$ cat src/rtl/ps2_pkg.sv
// Shared definitions for the PS/2 keyboard decoder.
// Holds the set-2 scancode constants the decoder acts on, the prefix FSM
// state type with its encodings, and the bit positions inside kbsig.
package ps2_pkg;

  localparam logic [7:0] SC_E0     = 8'hE0;
  localparam logic [7:0] SC_F0     = 8'hF0;
  localparam logic [7:0] SC_LSHIFT = 8'h12;
  localparam logic [7:0] SC_RSHIFT = 8'h59;
  localparam logic [7:0] SC_CTRL   = 8'h14;  // left Ctrl plain, right Ctrl after E0
  localparam logic [7:0] SC_CAPS   = 8'h58;
  localparam logic [7:0] SC_BKSP   = 8'h66;
  localparam logic [7:0] SC_ENTER  = 8'h5A;
  localparam logic [7:0] SC_SPACE  = 8'h29;
  localparam logic [7:0] SC_RIGHT  = 8'h74;  // arrows are E0-prefixed
  localparam logic [7:0] SC_LEFT   = 8'h6B;
  localparam logic [7:0] SC_DOWN   = 8'h72;
  localparam logic [7:0] SC_UP     = 8'h75;

  typedef logic [1:0] pfx_state_t;
  localparam pfx_state_t ST_IDLE = 2'd0;
  localparam pfx_state_t ST_E0   = 2'd1;
  localparam pfx_state_t ST_F0   = 2'd2;
  localparam pfx_state_t ST_E0F0 = 2'd3;

  localparam int unsigned KB_SHIFT = 0;
  localparam int unsigned KB_CAPS  = 1;
  localparam int unsigned KB_CTRL  = 3;
  localparam int unsigned KB_RIGHT = 5;
  localparam int unsigned KB_LEFT  = 6;
  localparam int unsigned KB_DOWN  = 7;
  localparam int unsigned KB_UP    = 8;
  localparam int unsigned KB_BKSP  = 9;

endpackage

$ cat src/rtl/ps2_scan_ascii.sv
// Combinational scancode (set 2) to ASCII translation.
// Ports:
//   scancode in 8 : make code, already stripped of prefixes
//   shift    in 1 : either Shift key held
//   caps     in 1 : Caps Lock state
//   ascii    out 8: translated character (0 when unmapped)
//   mapped   out 1: scancode has a character
// Letters are upper case when exactly one of shift/caps is active.
module ps2_scan_ascii
  import ps2_pkg::*;
(
  input  logic [7:0] scancode,
  input  logic       shift,
  input  logic       caps,
  output logic [7:0] ascii,
  output logic       mapped
);

  logic [7:0] lower;
  logic       is_letter;

  always_comb begin
    lower     = '0;
    is_letter = 1'b0;
    ascii     = '0;
    mapped    = 1'b1;
    case (scancode)
      8'h1C: begin lower = 8'h61; is_letter = 1'b1; end
      8'h32: begin lower = 8'h62; is_letter = 1'b1; end
      8'h21: begin lower = 8'h63; is_letter = 1'b1; end
      8'h23: begin lower = 8'h64; is_letter = 1'b1; end
      8'h24: begin lower = 8'h65; is_letter = 1'b1; end
      8'h2B: begin lower = 8'h66; is_letter = 1'b1; end
      8'h34: begin lower = 8'h67; is_letter = 1'b1; end
      8'h33: begin lower = 8'h68; is_letter = 1'b1; end
      8'h43: begin lower = 8'h69; is_letter = 1'b1; end
      8'h3B: begin lower = 8'h6A; is_letter = 1'b1; end
      8'h42: begin lower = 8'h6B; is_letter = 1'b1; end
      8'h4B: begin lower = 8'h6C; is_letter = 1'b1; end
      8'h3A: begin lower = 8'h6D; is_letter = 1'b1; end
      8'h31: begin lower = 8'h6E; is_letter = 1'b1; end
      8'h44: begin lower = 8'h6F; is_letter = 1'b1; end
      8'h4D: begin lower = 8'h70; is_letter = 1'b1; end
      8'h15: begin lower = 8'h71; is_letter = 1'b1; end
      8'h2D: begin lower = 8'h72; is_letter = 1'b1; end
      8'h1B: begin lower = 8'h73; is_letter = 1'b1; end
      8'h2C: begin lower = 8'h74; is_letter = 1'b1; end
      8'h3C: begin lower = 8'h75; is_letter = 1'b1; end
      8'h2A: begin lower = 8'h76; is_letter = 1'b1; end
      8'h1D: begin lower = 8'h77; is_letter = 1'b1; end
      8'h22: begin lower = 8'h78; is_letter = 1'b1; end
      8'h35: begin lower = 8'h79; is_letter = 1'b1; end
      8'h1A: begin lower = 8'h7A; is_letter = 1'b1; end
      8'h45: ascii = shift ? 8'h29 : 8'h30;  // ')' / '0'
      8'h16: ascii = 8'h31;
      8'h1E: ascii = 8'h32;
      8'h26: ascii = 8'h33;
      8'h25: ascii = 8'h34;
      8'h2E: ascii = 8'h35;
      8'h36: ascii = 8'h36;
      8'h3D: ascii = 8'h37;
      8'h3E: ascii = shift ? 8'h2A : 8'h38;  // '*' / '8'
      8'h46: ascii = shift ? 8'h28 : 8'h39;  // '(' / '9'
      SC_SPACE: ascii = 8'h20;
      SC_ENTER: ascii = 8'h0D;
      8'h4E: ascii = 8'h2D;
      8'h4A: ascii = 8'h2F;
      8'h55: ascii = shift ? 8'h2B : 8'h3D;  // '+' / '='
      default: mapped = 1'b0;
    endcase
    if (is_letter) ascii = (shift ^ caps) ? (lower - 8'h20) : lower;
  end

endmodule

$ cat src/rtl/ps2_kbd_decoder.sv
// PS/2 keyboard front end: synchronizes the raw PS/2 lines, deserializes
// 11-bit frames, tracks E0/F0 prefixes and modifier/arrow state, and emits
// one ASCII event per mapped key press.
// Ports:
//   clk       in 1  : system clock
//   clrn      in 1  : asynchronous active-low reset
//   ps2_clk   in 1  : raw PS/2 clock (asynchronous)
//   ps2_data  in 1  : raw PS/2 data (asynchronous)
//   ascii_out out 8 : last accepted character, held between events
//   out_valid out 1 : one-cycle pulse qualifying ascii_out
//   kbsig     out 16: shift/caps/ctrl/arrow levels, backspace pulse
//   frame_err out 1 : one-cycle pulse on a rejected frame
// Pipeline from the clk edge that first sees ps2_clk low at the stop bit:
// two sync stages, shift-in, frame check, then the output/FSM register,
// so events appear on the fourth edge after it.
module ps2_kbd_decoder
  import ps2_pkg::*;
#(
  parameter int unsigned TIMEOUT_CYCLES = 5000
) (
  input  logic        clk,
  input  logic        clrn,
  input  logic        ps2_clk,
  input  logic        ps2_data,
  output logic [7:0]  ascii_out,
  output logic        out_valid,
  output logic [15:0] kbsig,
  output logic        frame_err
);

  localparam int unsigned TW = $clog2(TIMEOUT_CYCLES + 1);

  // clk_sync[1:0] is the synchronizer, clk_sync[2] the previous synced value
  logic [2:0]  clk_sync;
  logic [1:0]  data_sync;
  logic        fall;

  logic [3:0]  bit_cnt;
  logic [10:0] shreg;
  logic [TW-1:0] idle_cnt;
  logic        frame_done;
  logic        frame_ok;

  logic        byte_stb;
  logic        err_stb;
  logic [7:0]  byte_q;

  pfx_state_t  state;
  pfx_state_t  nxt_state;
  logic        do_make;
  logic        do_break;
  logic        ext;

  logic        lshift, rshift, lctrl, rctrl;
  logic        caps_q, caps_held;
  logic [3:0]  arrows;  // right, left, down, up
  logic        bksp_pulse;
  logic        shift_lvl;
  logic [7:0]  map_ascii;
  logic        map_ok;

  // Idle-high reset values keep a fall from being seen right after reset.
  always_ff @(posedge clk or negedge clrn) begin
    if (!clrn) begin
      clk_sync  <= '1;
      data_sync <= '1;
    end else begin
      clk_sync  <= {clk_sync[1:0], ps2_clk};
      data_sync <= {data_sync[0], ps2_data};
    end
  end

  assign fall = clk_sync[2] & ~clk_sync[1];

  // An edge resets the idle counter even in the cycle the timeout would fire.
  always_ff @(posedge clk or negedge clrn) begin
    if (!clrn) begin
      bit_cnt    <= '0;
      shreg      <= '0;
      idle_cnt   <= '0;
      frame_done <= 1'b0;
    end else begin
      frame_done <= 1'b0;
      if (fall) begin
        shreg    <= {data_sync[1], shreg[10:1]};
        idle_cnt <= '0;
        if (bit_cnt == 4'd10) begin
          bit_cnt    <= '0;
          frame_done <= 1'b1;
        end else begin
          bit_cnt <= bit_cnt + 4'd1;
        end
      end else if (bit_cnt != '0) begin
        if (idle_cnt == TW'(TIMEOUT_CYCLES - 1)) begin
          bit_cnt  <= '0;
          idle_cnt <= '0;
        end else begin
          idle_cnt <= idle_cnt + TW'(1);
        end
      end else begin
        idle_cnt <= '0;
      end
    end
  end

  // shreg[0]=start, [8:1]=data, [9]=parity, [10]=stop
  assign frame_ok = ~shreg[0] & shreg[10] & (^shreg[9:1]);

  always_ff @(posedge clk or negedge clrn) begin
    if (!clrn) begin
      byte_stb <= 1'b0;
      err_stb  <= 1'b0;
      byte_q   <= '0;
    end else begin
      byte_stb <= frame_done & frame_ok;
      err_stb  <= frame_done & ~frame_ok;
      if (frame_done) byte_q <= shreg[8:1];
    end
  end

  always_comb begin
    nxt_state = state;
    do_make   = 1'b0;
    do_break  = 1'b0;
    ext       = 1'b0;
    if (err_stb) begin
      nxt_state = ST_IDLE;
    end else if (byte_stb) begin
      case (state)
        ST_IDLE: begin
          if (byte_q == SC_E0)      nxt_state = ST_E0;
          else if (byte_q == SC_F0) nxt_state = ST_F0;
          else                      do_make   = 1'b1;
        end
        ST_E0: begin
          if (byte_q == SC_F0) begin
            nxt_state = ST_E0F0;
          end else begin
            do_make   = 1'b1;
            ext       = 1'b1;
            nxt_state = ST_IDLE;
          end
        end
        ST_F0: begin
          do_break  = 1'b1;
          nxt_state = ST_IDLE;
        end
        default: begin
          do_break  = 1'b1;
          ext       = 1'b1;
          nxt_state = ST_IDLE;
        end
      endcase
    end
  end

  assign shift_lvl = lshift | rshift;

  ps2_scan_ascii u_scan (
    .scancode (byte_q),
    .shift    (shift_lvl),
    .caps     (caps_q),
    .ascii    (map_ascii),
    .mapped   (map_ok)
  );

  always_ff @(posedge clk or negedge clrn) begin
    if (!clrn) begin
      state      <= ST_IDLE;
      lshift     <= 1'b0;
      rshift     <= 1'b0;
      lctrl      <= 1'b0;
      rctrl      <= 1'b0;
      caps_q     <= 1'b0;
      caps_held  <= 1'b0;
      arrows     <= '0;
      bksp_pulse <= 1'b0;
      ascii_out  <= '0;
      out_valid  <= 1'b0;
      frame_err  <= 1'b0;
    end else begin
      state      <= nxt_state;
      out_valid  <= 1'b0;
      bksp_pulse <= 1'b0;
      frame_err  <= err_stb;
      if (do_make || do_break) begin
        if (!ext) begin
          case (byte_q)
            SC_LSHIFT: lshift <= do_make;
            SC_RSHIFT: rshift <= do_make;
            SC_CTRL:   lctrl  <= do_make;
            SC_CAPS: begin
              // typematic repeats arrive while held and must not toggle
              if (do_make && !caps_held) caps_q <= ~caps_q;
              caps_held <= do_make;
            end
            SC_BKSP:   bksp_pulse <= do_make;
            default: ;
          endcase
        end else begin
          case (byte_q)
            SC_CTRL:  rctrl     <= do_make;
            SC_RIGHT: arrows[0] <= do_make;
            SC_LEFT:  arrows[1] <= do_make;
            SC_DOWN:  arrows[2] <= do_make;
            SC_UP:    arrows[3] <= do_make;
            default: ;
          endcase
        end
        if (do_make && !ext && map_ok) begin
          out_valid <= 1'b1;
          ascii_out <= map_ascii;
        end
      end
    end
  end

  always_comb begin
    kbsig           = '0;
    kbsig[KB_SHIFT] = shift_lvl;
    kbsig[KB_CAPS]  = caps_q;
    kbsig[KB_CTRL]  = lctrl | rctrl;
    kbsig[KB_RIGHT] = arrows[0];
    kbsig[KB_LEFT]  = arrows[1];
    kbsig[KB_DOWN]  = arrows[2];
    kbsig[KB_UP]    = arrows[3];
    kbsig[KB_BKSP]  = bksp_pulse;
  end

endmodule

$ cat config.mk
export PLATFORM = sky130hd
export DESIGN_NAME = ps2_kbd_decoder
export DESIGN_NICKNAME = d
export VERILOG_FILES = /design/src/rtl/ps2_pkg.sv /design/src/rtl/ps2_scan_ascii.sv /design/src/rtl/ps2_kbd_decoder.sv
export SDC_FILE = /design/constraint.sdc
export NUM_CORES = 1
export LEC_CHECK = 0
export CAP_MARGIN = 20
export CELL_PAD_IN_SITES_DETAIL_PLACEMENT = 0
export CELL_PAD_IN_SITES_GLOBAL_PLACEMENT = 2
export CORE_ASPECT_RATIO = 1.2
export CORE_UTILIZATION = 41
export DETAILED_ROUTE_END_ITERATION = 6
export PLACE_DENSITY_LB_ADDON = 0.3
export SYNTH_ARGS = -nofsm -noshare
export SYNTH_HDL_FRONTEND = slang
export SYNTH_SLANG_ARGS = --single-unit
$ cat constraint.sdc
create_clock -name clk -period 4.8 [get_ports clk]
set_clock_uncertainty 0.2 [all_clocks]
set_input_delay 1.44 -clock clk [delete_from_list [all_inputs] [get_ports clk]]
set_output_delay 1.44 -clock clk [all_outputs]
set_load 0.01 [all_outputs]
# --- Word-level counts from Yosys, hierarchy flattened ---
# Index checks and enable logic that the tools add are counted.
classes:
  addsub: 3
  n_eq_ne: 57
  mux: 41
  bitwise_logic: 13
  n_reduce_logical: 29
op_table:
  columns: ["operator", "n"]
  rows:
  - ["8-bit by 6-bit == test with 1-bit output, second input constant", 23]
  - ["7-bit case mux with 26 select lines", 1]
  - ["8-bit by 7-bit == test with 1-bit output, second input constant", 18]
  - ["8-bit case mux with 15 select lines", 1]
  - ["8-bit by 5-bit == test with 1-bit output, second input constant", 9]
  - ["41-bit OR reduction", 1]
  - ["13-bit 2-to-1 mux", 3]
  - ["3-bit AND reduction", 9]
  - ["26-bit OR reduction", 1]
  - ["5-bit 2-to-1 mux", 4]
  - ["1-bit 2-to-1 mux", 18]
  - ["8-bit == test, second input constant", 2]
  - ["4-bit 2-to-1 mux", 4]
  - ["8-bit 2-to-1 mux", 2]
  - ["13-bit by 1-bit adder with 13-bit output, second input constant", 1]
  - ["13-bit == test, second input constant", 1]
  - ["2-bit 2-to-1 mux", 5]
  - ["9-bit XOR reduction", 1]
  - ["7-bit by 6-bit subtractor with 8-bit output, second input constant", 1]
  - ["2-bit AND reduction", 3]
  - ["2-bit nonzero test", 3]
  - ["1-bit AND", 5]
  - ["1-bit NOT", 5]
  - ["4-bit by 1-bit adder with 4-bit output, second input constant", 1]
  - ["other kinds (15)", 21]
totals:
  reg_bits: 67
  in_bits: 4
  output_inout_bits: 26
  wordCells: 167

# --- Logic depth before layout (Yosys ltp) ---
logic_depth:
  ltp_word: 10
  depth_mapped: 10
  depth_no_buf: 8

# --- Cells and area by module ---
# A second synthesis with hierarchy kept.
hier_totals:
  cells_unflattened: 420
  area_unflattened_um2: 4042.6
by_module_without_submodules:
  columns: ["mod", "n_inst", "cells_per_inst", "area_per_inst_um2"]
  rows:
  - ["ps2_kbd_decoder", 1, 275, 3084.2]
  - ["ps2_scan_ascii", 1, 145, 958.4]

# --- Least setup slack after synthesis ---
# Ideal clock, no wire load.
synth_path:
  path_kind: "register to register"
  startpoint: "register byte_q[5]"
  endpoint: "register ascii_out[5]"
  setup_ns: 0.079
  arrival_time_ns: 2.405
  setup_slack_ns: 2.115
  path_stages_with_launch: 11
  cell_sequence: "dfrtp_1 -> buf_6 -> or4b_1 -> buf_2 -> a2111oi_0 -> a311oi_1 -> o21ai_1 -> nor2_1 -> ha_1 -> o21bai_1 -> a2bb2oi_1"
synth_via:
  elab_chain_len: 9
synth_rtl:
  columns: ["item", "line_no", "rtl"]
  rows:
  - ["start: declaration", "ps2_kbd_decoder.sv:46", "logic [7:0] byte_q;"]
  - ["start signal: assignment", "ps2_kbd_decoder.sv:117", "if (frame_done) byte_q <= shreg[8:1];"]
  - ["branches (longest 9 deep; another with 7-bit by 6-bit subtractor with 8-bit output)", null, null]
  - ["end signal: assignment", "ps2_kbd_decoder.sv:212", "ascii_out <= map_ascii;"]
  - ["end: declaration", "ps2_kbd_decoder.sv:25", "output logic [7:0] ascii_out,"]
# Several ways; the timed one is not identified.
# A chain may end at the register's enable or synchronous reset.

# --- Worst setup path after layout ---
layout_path:
  startpoint: "register rshift"
  endpoint: "output kbsig[0]"
layout_via:
  elab_chain_len: 1
layout_rtl:
  columns: ["item", "line_no", "rtl"]
  rows:
  - ["start: declaration", "ps2_kbd_decoder.sv:54", "logic lshift, rshift, lctrl, rctrl;"]
  - ["start signal: assignment", "ps2_kbd_decoder.sv:190", "SC_RSHIFT: rshift <= do_make;"]
  - ["1-bit bitwise OR", "ps2_kbd_decoder.sv:157", "assign shift_lvl = lshift | rshift;"]
  - ["end: declaration", "ps2_kbd_decoder.sv:27", "output logic [15:0] kbsig,"]
# Every way passes these cells.

==> flow_summary.toml <==
[run_status]
status = "completed"

[placed_design]
preCtsSetupSlack_ns = 1.49
hpwl_um = 6570
numPortBuffers = 21
routabilityCongestion = 0.944
numPlacedInstances = 541

[power]
seqPwrFrac_pct = 45.8
switching_share_pct = 28.1
p_per_area_mw_per_mm2 = 328
p_leak_nw = 1.96
power_switching_uw = 416
p_int_mw = 1.06
peakVddDrop_mv = 0.209
combPwrFrac_pct = 13.8
clkPwrFrac_pct = 40.4

[finish]
drive_gt1_share_pct = 14.3
fill_cells = 927
syn2layout_area_growth_pct = 12.5
diodes = 0
nets = 440
instances_no_fill = 558

[setup_path]
crit_path_max_fanout = 4
critical_path.slowest_cell = "clkdlybuf4s50_1"
cpLargestDelayFamily = "buffers and inverters"
critPathLaunchType = "flip-flop"
crit_chain = "nor2_1 -> inv_1 -> clkdlybuf4s50_1"
cpPeakStageDelay_ns = 0.51
critical_path_buf_inv_count = 2
required_ns = 3.16
arrival_ns = 1.72
worstSetupPathType = "reg -> out"
endpoint_kind = "output port"

[hold_path]
worst_hold_path_type = "reg -> reg"

[clock_tree]
cts_buffers = 9
clock_path_buffers = 2
clkTransAtPathRegs_ns = 0.05
post_cts_buffers = 0
cts-root-buf = "clkbuf_16"
clk_latency_ns = 0.33
cts.sinks = 67
htree_levels = 3
cts_tree = "yes"
ctsResizeCount = 0
cts_hold_buf = 0

[flow_run]
maxCapViolCount = 0

[synth]
postSynthAreaPerCell_um2 = 9.70
synthMuxAreaShare_pct = 7.07
yosys_warnings = 0
yosys.area.top_type = "dfrtp_1"
yosysUniqueCellTypes = 72
ys_seq_elements = 67
synth-seq-area-share_pct = 41.9
syn_inst = 414
netlist_area_mm2 = 0.00402
synth_fa_ha_area_share_pct = 1.87
synthSimpleGateAreaFrac_pct = 24.9
yosysTopAreaCellShare_pct = 38.6
ys_top_cells_by_area = "dfrtp_1 (39%), nand2_1 (5.0%), mux2_2 (4.2%), dfstp_2 (3.3%), nor2_1 (3.1%)"
synth_top_family_by_area = "simple AND/OR/NAND/NOR gates"
ys.flop_type = "dfrtp_1"
synth_xor_xnor_area_share_pct = 5.24
synthArstFlopShare_pct = 100
synth_compound_area_share_pct = 12.2
yosysMostFrequentCell = "dfrtp_1"
yosys-top-cells-count = "dfrtp_1 (62), nand2_1 (53), nor2_1 (33)"
synth-edff-count = 0

[global_routing]
grt_usage_pct = 19.0
grt_pass1_vias = 3053
grt_max_degree = 26
grt_pass1_wl_um = 14900
grt-ovfl-total = 0
antenna_found_initial = 0

[timing]
worst_pin_slew_ns = 0.912
tns_ns = 0
finalMaxSlewViolations = 0
clock.fmax_mhz = 298
setup_violations = 0
period_minus_slack_ns = 3.36
layout_setup_ws_ns = 1.44
rsz0062_at_grt = "false"
final_hold_viol_count = 0
relSlewSlack_pct = 38.7
fin_crit_sh_pct = 70.0

[floorplanning]
die_area_mm2 = 0.0102
std_cell_rows = 39
start_util_pct = 42.2
die_h_um = 110
ios = 30
core_area_mm2 = 0.00952
die_x_um = 92.3

[detailed_routing]
first_pass_iters = 5
drc_errors = 0
drtIter0Drc = 139
wire_per_inst_um = 16.3
routed_wl_um = 9120
routed_via_density = 5.66
ant_nets = 0
num_vias = 3156
## cell usage in the layout (no fill, tap or decap), types with 11 or more instances in the layout
master	netlist	routed
dfrtp_1	62	62
nand2_1	53	53
nor2_1	33	33
clkdlybuf4s50_1	0	20
o21ai_0	16	16
inv_1	15	15
mux2_2	15	15
xnor2_1	13	13
nand3_1	13	13
nand4_1	12	12
xor2_1	11	11
## final cells by class
cell class | count | area, um2 | share of cell area (%)
repair buffers | 29 | 263 | 5.82
flip-flops and latches | 67 | 1680 | 37.3
multi-input cells | 308 | 2090 | 46.2
clock buffers | 12 | 246 | 5.46
well taps | 123 | 154 | 3.41
inverters | 15 | 56.3 | 1.25
clock inverters | 4 | 26.3 | 0.582
## power groups by stage
stage          logic [mW]  clock network, mW  registers [mW]
6_report            0.205              0.598           0.678
5_1_grt             0.231              0.637           0.688
4_1_cts             0.209              0.620           0.678
2_1_floorplan       0.178                  0           0.661
3_3_place_gp        0.207                  0           0.688
3_5_place_dp        0.208                  0           0.687
## sequential cells by signal, summed over array words and instances, names as in the netlist, 2 cells and up
register / count
data_sync: 2
ascii_out: 8
byte_q: 8
bit_cnt: 4
state: 2
clk_sync: 3
idle_cnt: 13
arrows: 4
shreg: 11
## cell families after synthesis
kind of cell | Yosys count
AOI/OAI and AO/OA | 68
xor gates and xnor gates | 24
adders and majority gates | 6
buffers and inverters | 46
DFF | 67
muxes | 24
other | 1
and+or+nand+nor | 178
## path summary, 6_finish.rpt
check,endpoint,cells after the start,startpoint,slack [ns]
max,kbsig[0],3,rshift,1.44
min in group asynchronous,shreg[3],1,clrn,0.89
min reg2reg,data_sync[1],0,data_sync[0],0.16
max in group asynchronous,data_sync[1],2,clrn,2.74
min,data_sync[1],0,data_sync[0],0.16
max reg2reg,ascii_out[2],7,byte_q[5],1.54
## through the flow
stage | util, % | instance area, um2 | power, mW | hold WS, ns
2_1_floorplan | - | 4040 | 0.839 | 0.145
3_3_place_gp | 44.5 | 4240 | 0.894 | 0.147
3_5_place_dp | 44.5 | 4240 | 0.895 | 0.147
4_1_cts | 47.4 | 4510 | 1.51 | 0.158
5_1_grt | 47.5 | 4520 | 1.56 | 0.158
6_report | 47.5 | 4520 | 1.48 | 0.157
## worst reg2reg max path, cell delays in order (launching register included)
cell and delay, ns:
dfrtp_1 0.67, nor4b_2 0.77, buf_4 0.27, a22oi_1 0.07
o211ai_1 0.17, a211o_1 0.18, o31a_1 0.48, mux2_4 0.34
## per-layer routing
metal  GRT usage (%)  vias to the layer above  share of wire, %
met3            4.27                       41               4.8
met4            11.6                        0               4.5
met1            21.6                     1496                41
li1                -                     1497                 -
met5               0                        -                 0
met2            32.0                      122                50
No activity file was read; power rests on OpenSTA's default activity.
